`config.mk`:
```
export PLATFORM = sky130hd
export DESIGN_NAME = mem_arbiter
export DESIGN_NICKNAME = d
export VERILOG_FILES = /design/src/rtl/mem_arbiter_pkg.sv /design/src/rtl/mem_arbiter_wdog.sv /design/src/rtl/mem_arbiter.sv
export SDC_FILE = /design/constraint.sdc
export NUM_CORES = 1
export LEC_CHECK = 0
export ABC_AREA = 1
export BUFFER_PORTS_ARGS = -buffer_cell sky130_fd_sc_hd__clkbuf_2
export CAP_MARGIN = 10
export CORE_UTILIZATION = 45
export DETAILED_ROUTE_END_ITERATION = 7
export GPL_TIMING_DRIVEN = 0
export PLACE_DENSITY = 0.8
export SYNTH_ARGS = -nofsm -noshare
export SYNTH_HDL_FRONTEND = slang
export SYNTH_HIERARCHICAL = 1
export SYNTH_SLANG_ARGS = --single-unit
```
`constraint.sdc`:
```
create_clock -name clock -period 3.7 [get_ports clock]
set_input_delay 0.555 -clock clock [delete_from_list [all_inputs] [get_ports clock]]
set_output_delay 0.555 -clock clock [all_outputs]
set_load 0.01 [all_outputs]
```
`src/rtl/mem_arbiter_pkg.sv`:
```
// Shared types and helpers for the memory arbiter.
//   arb_state_e : round-sequencing states (3-bit encoding)
//   cnt_width   : width of a counter that must hold values 0..limit
package mem_arbiter_pkg;

  typedef enum logic [2:0] {
    ArbIdle = 3'd0,
    ArbDRd  = 3'd1,
    ArbDWr  = 3'd2,
    ArbIfRd = 3'd3,
    ArbResp = 3'd4
  } arb_state_e;

  function automatic int unsigned cnt_width(input int unsigned limit);
    return (limit < 2) ? 1 : $clog2(limit + 1);
  endfunction

endpackage

```
`src/rtl/mem_arbiter_wdog.sv`:
```
// Memory-handshake watchdog: counts stalled request cycles and flags expiry.
//   clk_i    : clock, rising edge
//   rst_ni   : synchronous active-low reset
//   clear_i  : restart the count (state entry); wins over count_i
//   count_i  : a request is outstanding and unacknowledged this cycle
//   expire_o : count has reached Timeout (never asserted when Timeout == 0)
module mem_arbiter_wdog
  import mem_arbiter_pkg::*;
#(
  parameter int unsigned Timeout = 255
) (
  input  logic clk_i,
  input  logic rst_ni,
  input  logic clear_i,
  input  logic count_i,
  output logic expire_o
);

  localparam int unsigned CntW = cnt_width(Timeout);
  localparam logic [CntW-1:0] CntMax = CntW'(Timeout);

  logic [CntW-1:0] cnt_q, cnt_d;

  // Saturates at CntMax so a stuck request can never wrap back to zero.
  always_comb begin
    cnt_d = cnt_q;
    if (clear_i) begin
      cnt_d = '0;
    end else if (count_i && (cnt_q != CntMax)) begin
      cnt_d = cnt_q + CntW'(1);
    end
  end

  always_ff @(posedge clk_i) begin
    if (!rst_ni) begin
      cnt_q <= '0;
    end else begin
      cnt_q <= cnt_d;
    end
  end

  assign expire_o = (Timeout != 0) && (cnt_q == CntMax);

endmodule

```
`src/rtl/mem_arbiter.sv`:
```
// Shares one single-port memory between instruction fetch and data access.
// One round per pipeline advance: data read (plus write for stores), then fetch.
//   clock/reset        : rising-edge clock, synchronous active-low reset
//   if_req/if_addr     : fetch request and address; if_inst/if_valid return the word
//   d_load/d_store     : data request (both set = store); d_addr address
//   d_wdata            : merged store word, sampled on entry to the write phase
//   d_rdata/d_valid    : loaded (or pre-store) word and per-round served pulse
//   stall              : pipeline freeze while the round is in progress
//   m_req/m_we/m_addr/m_wdata/m_rdata/m_ack : memory handshake
//   bus_err            : sticky flag set when the watchdog aborts an access
module mem_arbiter
  import mem_arbiter_pkg::*;
#(
  parameter int unsigned XLEN    = 32,
  parameter int unsigned TIMEOUT = 255
) (
  input  logic            clock,
  input  logic            reset,
  input  logic            if_req,
  input  logic [XLEN-1:0] if_addr,
  output logic [XLEN-1:0] if_inst,
  output logic            if_valid,
  input  logic            d_load,
  input  logic            d_store,
  input  logic [XLEN-1:0] d_addr,
  input  logic [XLEN-1:0] d_wdata,
  output logic [XLEN-1:0] d_rdata,
  output logic            d_valid,
  output logic            stall,
  output logic            m_req,
  output logic            m_we,
  output logic [XLEN-1:0] m_addr,
  output logic [XLEN-1:0] m_wdata,
  input  logic [XLEN-1:0] m_rdata,
  input  logic            m_ack,
  output logic            bus_err
);

  arb_state_e      state_q, state_d;
  logic            data_q, data_d;
  logic            store_q, store_d;
  logic            fetch_q, fetch_d;
  logic [XLEN-1:0] daddr_q, daddr_d;
  logic [XLEN-1:0] iaddr_q, iaddr_d;
  logic [XLEN-1:0] wdata_q, wdata_d;
  logic [XLEN-1:0] if_inst_q, if_inst_d;
  logic [XLEN-1:0] d_rdata_q, d_rdata_d;
  logic            bus_err_q, bus_err_d;

  logic            expire;
  logic            done;
  logic [XLEN-1:0] rdata_in;
  logic            wd_clear;
  logic            wd_count;

  // A real acknowledge wins over a coincident expiry.
  assign done     = m_ack | expire;
  assign rdata_in = m_ack ? m_rdata : '0;

  always_comb begin
    state_d   = state_q;
    data_d    = data_q;
    store_d   = store_q;
    fetch_d   = fetch_q;
    daddr_d   = daddr_q;
    iaddr_d   = iaddr_q;
    wdata_d   = wdata_q;
    if_inst_d = if_inst_q;
    d_rdata_d = d_rdata_q;
    bus_err_d = bus_err_q;
    stall     = 1'b0;
    m_req     = 1'b0;
    m_we      = 1'b0;
    m_addr    = '0;
    m_wdata   = '0;
    if_valid  = 1'b0;
    d_valid   = 1'b0;

    unique case (state_q)
      ArbIdle: begin
        stall = d_load | d_store | if_req;
        if (d_load | d_store | if_req) begin
          // Freeze the whole request; inputs are ignored until the round ends.
          data_d  = d_load | d_store;
          store_d = d_store;
          fetch_d = if_req;
          daddr_d = d_addr;
          iaddr_d = if_addr;
          state_d = (d_load | d_store) ? ArbDRd : ArbIfRd;
        end
      end
      ArbDRd: begin
        stall  = 1'b1;
        m_req  = 1'b1;
        m_addr = daddr_q;
        if (done) begin
          d_rdata_d = rdata_in;
          if (store_q) begin
            wdata_d = d_wdata;
            state_d = ArbDWr;
          end else begin
            state_d = fetch_q ? ArbIfRd : ArbResp;
          end
        end
      end
      ArbDWr: begin
        stall   = 1'b1;
        m_req   = 1'b1;
        m_we    = 1'b1;
        m_addr  = daddr_q;
        m_wdata = wdata_q;
        if (done) begin
          state_d = fetch_q ? ArbIfRd : ArbResp;
        end
      end
      ArbIfRd: begin
        stall  = 1'b1;
        m_req  = 1'b1;
        m_addr = iaddr_q;
        if (done) begin
          if_inst_d = rdata_in;
          state_d   = ArbResp;
        end
      end
      ArbResp: begin
        d_valid  = data_q;
        if_valid = fetch_q;
        state_d  = ArbIdle;
      end
      default: state_d = ArbIdle;
    endcase

    if (m_req && !m_ack && expire) begin
      bus_err_d = 1'b1;
    end
  end

  // Restart the watchdog whenever the state changes.
  assign wd_clear = (state_d != state_q);
  assign wd_count = m_req & ~m_ack;

  mem_arbiter_wdog #(
    .Timeout(TIMEOUT)
  ) u_wdog (
    .clk_i   (clock),
    .rst_ni  (reset),
    .clear_i (wd_clear),
    .count_i (wd_count),
    .expire_o(expire)
  );

  always_ff @(posedge clock) begin
    if (!reset) begin
      state_q   <= ArbIdle;
      data_q    <= 1'b0;
      store_q   <= 1'b0;
      fetch_q   <= 1'b0;
      daddr_q   <= '0;
      iaddr_q   <= '0;
      wdata_q   <= '0;
      if_inst_q <= '0;
      d_rdata_q <= '0;
      bus_err_q <= 1'b0;
    end else begin
      state_q   <= state_d;
      data_q    <= data_d;
      store_q   <= store_d;
      fetch_q   <= fetch_d;
      daddr_q   <= daddr_d;
      iaddr_q   <= iaddr_d;
      wdata_q   <= wdata_d;
      if_inst_q <= if_inst_d;
      d_rdata_q <= d_rdata_d;
      bus_err_q <= bus_err_d;
    end
  end

  assign if_inst = if_inst_q;
  assign d_rdata = d_rdata_q;
  assign bus_err = bus_err_q;

endmodule
```
* Word level (Yosys, flattened, before mapping)
Cells that the tools add are included.
** Word-level totals
- Input port bits :: 134
- Logic and storage cells :: 53
- Register bits :: 175
- Output and inout port bits :: 134
** Cells by class
- Reduce and logical (&&, ||, !) cells :: 12
- Equality and inequality tests :: 7
- $add $sub $neg :: 1
- Mux-type cells :: 16
- Bitwise operators :: 6
** Operators with widths (number)
- $mux 32 :: 2
- $pmux 32 s2 :: 1
- $mux 3 :: 6
- $pmux 3 s4 :: 1
- $add 8x1->8 const B :: 1
- $eq 8x8->1 const B :: 1
- $ne 8x8->1 const B :: 1
- $eq 3x2->1 const B :: 2
- $reduce_and 2->1 :: 3
- $mux 1 :: 4
- $reduce_or 2->1 :: 2
- $eq 3x1->1 const B :: 1
- $eq 3x3->1 const B :: 1
- $logic_and 1x1->1 :: 3
- $logic_not 3->1 :: 1
- $ne 3x3->1 :: 1
- $or 1x1->1 :: 3
- $reduce_and 3->1 :: 1
- $reduce_or 3->1 :: 1
- $mux 2 :: 1
- $not 1->1 :: 2
- $pmux 1 s2 :: 1
- $and 1x1->1 :: 1
- $logic_not 1->1 :: 1

* Longest topological paths before layout
- Word-level depth :: 6
- Gate-level depth with buffers :: 17
- Gate-level depth less buffers :: 16

* By module
Netlist, hierarchy kept.
** By module, submodules not included
- mem_arbiter :: area an instance 6681.4 um^2, instances 1, cells each 921
- mem_arbiter_wdog :: area an instance 509.2 um^2, instances 1, cells each 74

* Worst setup path before layout
No wires, ideal clock.
- Kind :: register to register
- Start :: reg u_wdog.cnt_q[0]
- End :: reg u_wdog.cnt_q[5]
- Period minus slack after synthesis :: 2.067 ns
- Arrival :: 1.998 ns
- Data required time :: 3.630 ns
- Path slack :: 1.633 ns
- Cell stages (with the launch flop) :: 16
- Path buffers :: 1
- Library setup time :: 0.070 ns
- Cell sequence :: dfxtp_1 > ha_1 > nand2_1 > nor2_2 > nand2_2 > buf_6 > inv_2 > nor2_1 > nor2_1 > nor2_1 > nand3_1 > nand3_1 > nand3_1 > nor2_8 > nand2_1 > a21oi_1
** Between the ends
- Cells in the longest elaborated chain, start to end :: 6
- Elaborated cells between the ends (all ways) :: 11
- Classes of those cells :: 1 x add/sub; 3 x eq/ne; 4 x mux; 1 x bitwise; 2 x reduce/logical
** Ends and longest elaborated chain
- from (decl) :: line mem_arbiter_wdog.sv:22 : logic [CntW-1:0] cnt_q, cnt_d;
- from (signal assigned) :: line mem_arbiter_wdog.sv:38 : cnt_q <= cnt_d;
- $eq 8x8->1 (*) :: line mem_arbiter_wdog.sv:42 : assign expire_o = (Timeout != 0) && (cnt_q == CntMax);
- net expire :: line mem_arbiter.sv:50 : logic expire;
- $or 1x1->1 (*) :: line mem_arbiter.sv:57 : assign done = m_ack | expire;
- $mux 3, on equally long branches :: line mem_arbiter.sv:120, mem_arbiter.sv:96, mem_arbiter.sv:112
- $pmux 3 s4 (*) :: line mem_arbiter.sv:79 : unique case (state_q)
- $ne 3x3->1 (*) :: line mem_arbiter.sv:139 : assign wd_clear = (state_d != state_q);
- net wd_clear :: line mem_arbiter.sv:53 : logic wd_clear;
- $reduce_or 2->1 (no line) (*)
The timed path passes the listed nets; every way through them passes the cells marked *.
A chain may end at the register's enable or synchronous reset.

* Final worst setup path
- Start :: reg state_q[2]
- End :: out m_addr[23]
** Between the ends
- Cells in the longest elaborated chain, start to end :: 3
- Elaborated cells between the ends (all ways) :: 5
- Classes of those cells :: 3 x eq/ne; 1 x mux; 1 x reduce/logical
** Ends and longest elaborated chain
- from (decl) :: line mem_arbiter.sv:39 : arb_state_e state_q, state_d;
- from (signal assigned) :: line mem_arbiter.sv:154 : state_q <= ArbIdle;
- from (signal assigned) :: line mem_arbiter.sv:165 : state_q <= state_d;
- $eq 3x2->1 or $eq 3x1->1 (tied branches) :: line mem_arbiter.sv:79
- $reduce_or 2->1 (no line)
- $pmux 32 s2 (*) :: line mem_arbiter.sv:79
- to (decl) :: line mem_arbiter.sv:32 : output logic [XLEN-1:0] m_addr,
Every way passes the cells marked *; elsewhere a longest branch is shown, timed or not.

==> flow_summary.yaml <==
floorplanning:
  core_mm2: 0.01537
  die_x_um: 128.4
  io_pins: 268
  placementRows: 45
  fp.dieH_um: 128.4
  fp.dieArea_mm2: 0.01649
  initial_utilization_pct: 46.78
clocking:
  cts_max_path_buffers: 2
  clk_pin_slew_ns: 0.07
  post-cts-setup-buffers: 0
  h-tree-depth: 4
  tritoncts: "done"
  clock_sinks: 175
  cts_made_buffers: 17
  cts_hold_buf: 0
  ctsResizeCount: 0
  root_buffer: "clkbuf_16"
  insertion_delay_ns: 0.43
synth:
  synth_cell_type_count: 26
  synth_edf_count: 0
  synth_top_cell_by_area: "dfxtp_1"
  async_reset_ff_share_pct: 0
  synth_seq_area_share_pct: 48.72
  synth_area_leaders: "dfxtp_1 (49%), nand2_1 (11%), nor2_1 (9.8%)"
  yosys_warnings: 6
  synth_most_common_cell: "nand2_1"
  syn_area_mm2: 0.007191
  ys_seq_elements: 175
  synthFlopType: "dfxtp_1"
  syn_nets: 1130
  yosys.area.top_type_share_pct: 48.72
  avgSynthCellArea_um2: 7.227
  syn-instance-count: 995
  yosys-top-cells-count: "nand2_1 (202), nor2_1 (187), dfxtp_1 (175)"
layout:
  n_antenna_cell: 0
  drive_above_1_share_pct: 27.24
  layout.core_utilization_pct: 61.46
  fillerInstances: 1392
  synthToLayoutAreaGrowth_pct: 31.37
  layout.nets: 1415
global_routing:
  grt_usage_pct: 25.17
  overflow: 0
  use_met1_pct: 29.97
  use_met2_pct: 42.07
  antenna_found_initial: 0
  grt_pass1_vias: 6763
  grt_start_max_net_pins: 17
  grt_pass1_wl_mm: 32.45
  busiest_layer: "met2"
  use_met3_pct: 7.900
timing:
  setup_tns_ns: 0
  post-route-period-util_pct: 76.05
  setup_violations: 0
  skew_ns: 0.01056
  fin_crit_ns: 2.814
  max_freq_mhz: 355.4
  drv_slew: 0
  relSlewSlack_pct: 67.36
  finalHoldViolCount: 0
  tightest_slew_ns: 0.4896
  grt_setup_unrepaired: "no"
  holdWs_ns: 0.3458
pwr:
  peakVddDrop_v: 0.0003471
  leakage_nw: 4.498
  power_density_mw_per_mm2: 554.1
critical_path:
  required_ns: 3.14
  path_max_fanout: 10
  crit_path_start_kind: "flip-flop"
  critPathMaxStageDelay_ns: 0.34
  path_class: "flip-flop to output pin"
  slowest_stage: "nand2_1"
  end_kind: "output pin"
  path_cells: "buf_4 > inv_1 > nand3_1 > nand2_1 > buf_2 > a22o_1 > clkbuf_2"
  cp.arrival_ns: 2.26
drt:
  drt_first_iter_violations: 378
  routed_via_density: 4.935
  routed_wl_mm: 20.90
  first_pass_iters: 5
  vias: 7418
  ant_nets: 0
  wl_per_cell_um: 13.91
  drc: 0
placement:
  io_buffer_count: 266
  gp_congestion: 0.8929
  place.detailed.hpwl_mm: 15.51
status:
  outcome: "complete, no violations"
worst_hold_path:
  holdCritPathClass: "input pin to flip-flop"
job:
  drv_cap: 0
final timing paths:
check        cells after the start               to       startpoint  slack (ns)
min                              3       iaddr_q[3]       if_addr[3]        0.35
min reg2reg                      2       wdata_q[1]       wdata_q[1]        0.45
max                              7       m_addr[23]       state_q[2]        0.89
max reg2reg                     15  u_wdog/cnt_q[5]  u_wdog/cnt_q[0]        1.34
stage by stage:
step           total power, mW  cell area [um2]  std cells  worst slack (ns)
2_1_floorplan            2.886             7191        995             1.633
3_3_place_gp             3.241             8786       1472             1.330
3_5_place_dp             3.265             8786       1472             1.347
4_1_cts                  5.267             9447       1503            0.8640
5_1_grt                  5.496             9447       1503            0.7735
6_report                 5.234             9447       1503            0.8862
cells by family (layout without fill, tap and decap cells):
logic type / count (synthesis) / in the layout / share of synthesized area [%]
adder cells (fa/ha/maj): 1 / 1 / 0.1740
buffers and inverters: 161 / 458 / 9.361
AND/OR/NAND/NOR: 417 / 417 / 23.28
AO/OA/AOI/OAI: 241 / 241 / 18.46
flip-flops: 175 / 175 / 48.72
routing by layer:
metal | share of wire (%) | wire (um)
met1 | 42 | 8811
met2 | 48 | 10060
met3 | 7.2 | 1499
met4 | 2.6 | 537
met5 | 0 | 0
registers in the layout, summed over array words and instances, names as in the netlist:
signal	flops
d_rdata	32
daddr_q	32
iaddr_q	32
if_inst	32
wdata_q	32
u_wdog/cnt_q	8
state_q	3
bus_err	1
data_q	1
fetch_q	1
store_q	1
critical path, delay by kind of cell (launching register included):
kind / cells / cell delay [ns]
and+or+nand+nor: 2 / 0.60
buffers and inverters: 4 / 0.71
AOI/OAI and AO/OA: 1 / 0.22
DFF: 1 / 0.30
cell type report:
cell class,count,area (um2),share of cell area [%]
Sequential cell,175,3503,37.09
Multi-Input combinational cell,659,3014,31.91
Timing Repair Buffer,266,1331,14.09
Clock buffer,19,452.9,4.795
Inverter,93,349.1,3.695
Buffer,68,324.1,3.430
Tap cell,211,264.0,2.795
Clock inverter,12,207.7,2.199
cell usage in the layout, fill, tap and decap left out, types with 28 or more instances in the layout:
cell / instances
clkbuf_2: 266
nand2_1: 202
nor2_1: 187
dfxtp_1: 175
a21oi_1: 110
inv_1: 87
o21ai_0: 67
buf_2: 34
a22o_1: 32
o21ai_1: 31
clkbuf_1: 28
report_power, final:
group / leakage (nW) / switching [mW] / internal, mW
registers: 1.43 / 0.109 / 2.09
clock network: 0.318 / 0.754 / 1.24
logic: 2.75 / 0.665 / 0.373
total: 4.50 / 1.53 / 3.71
Power figures use the tool's default switching activity.
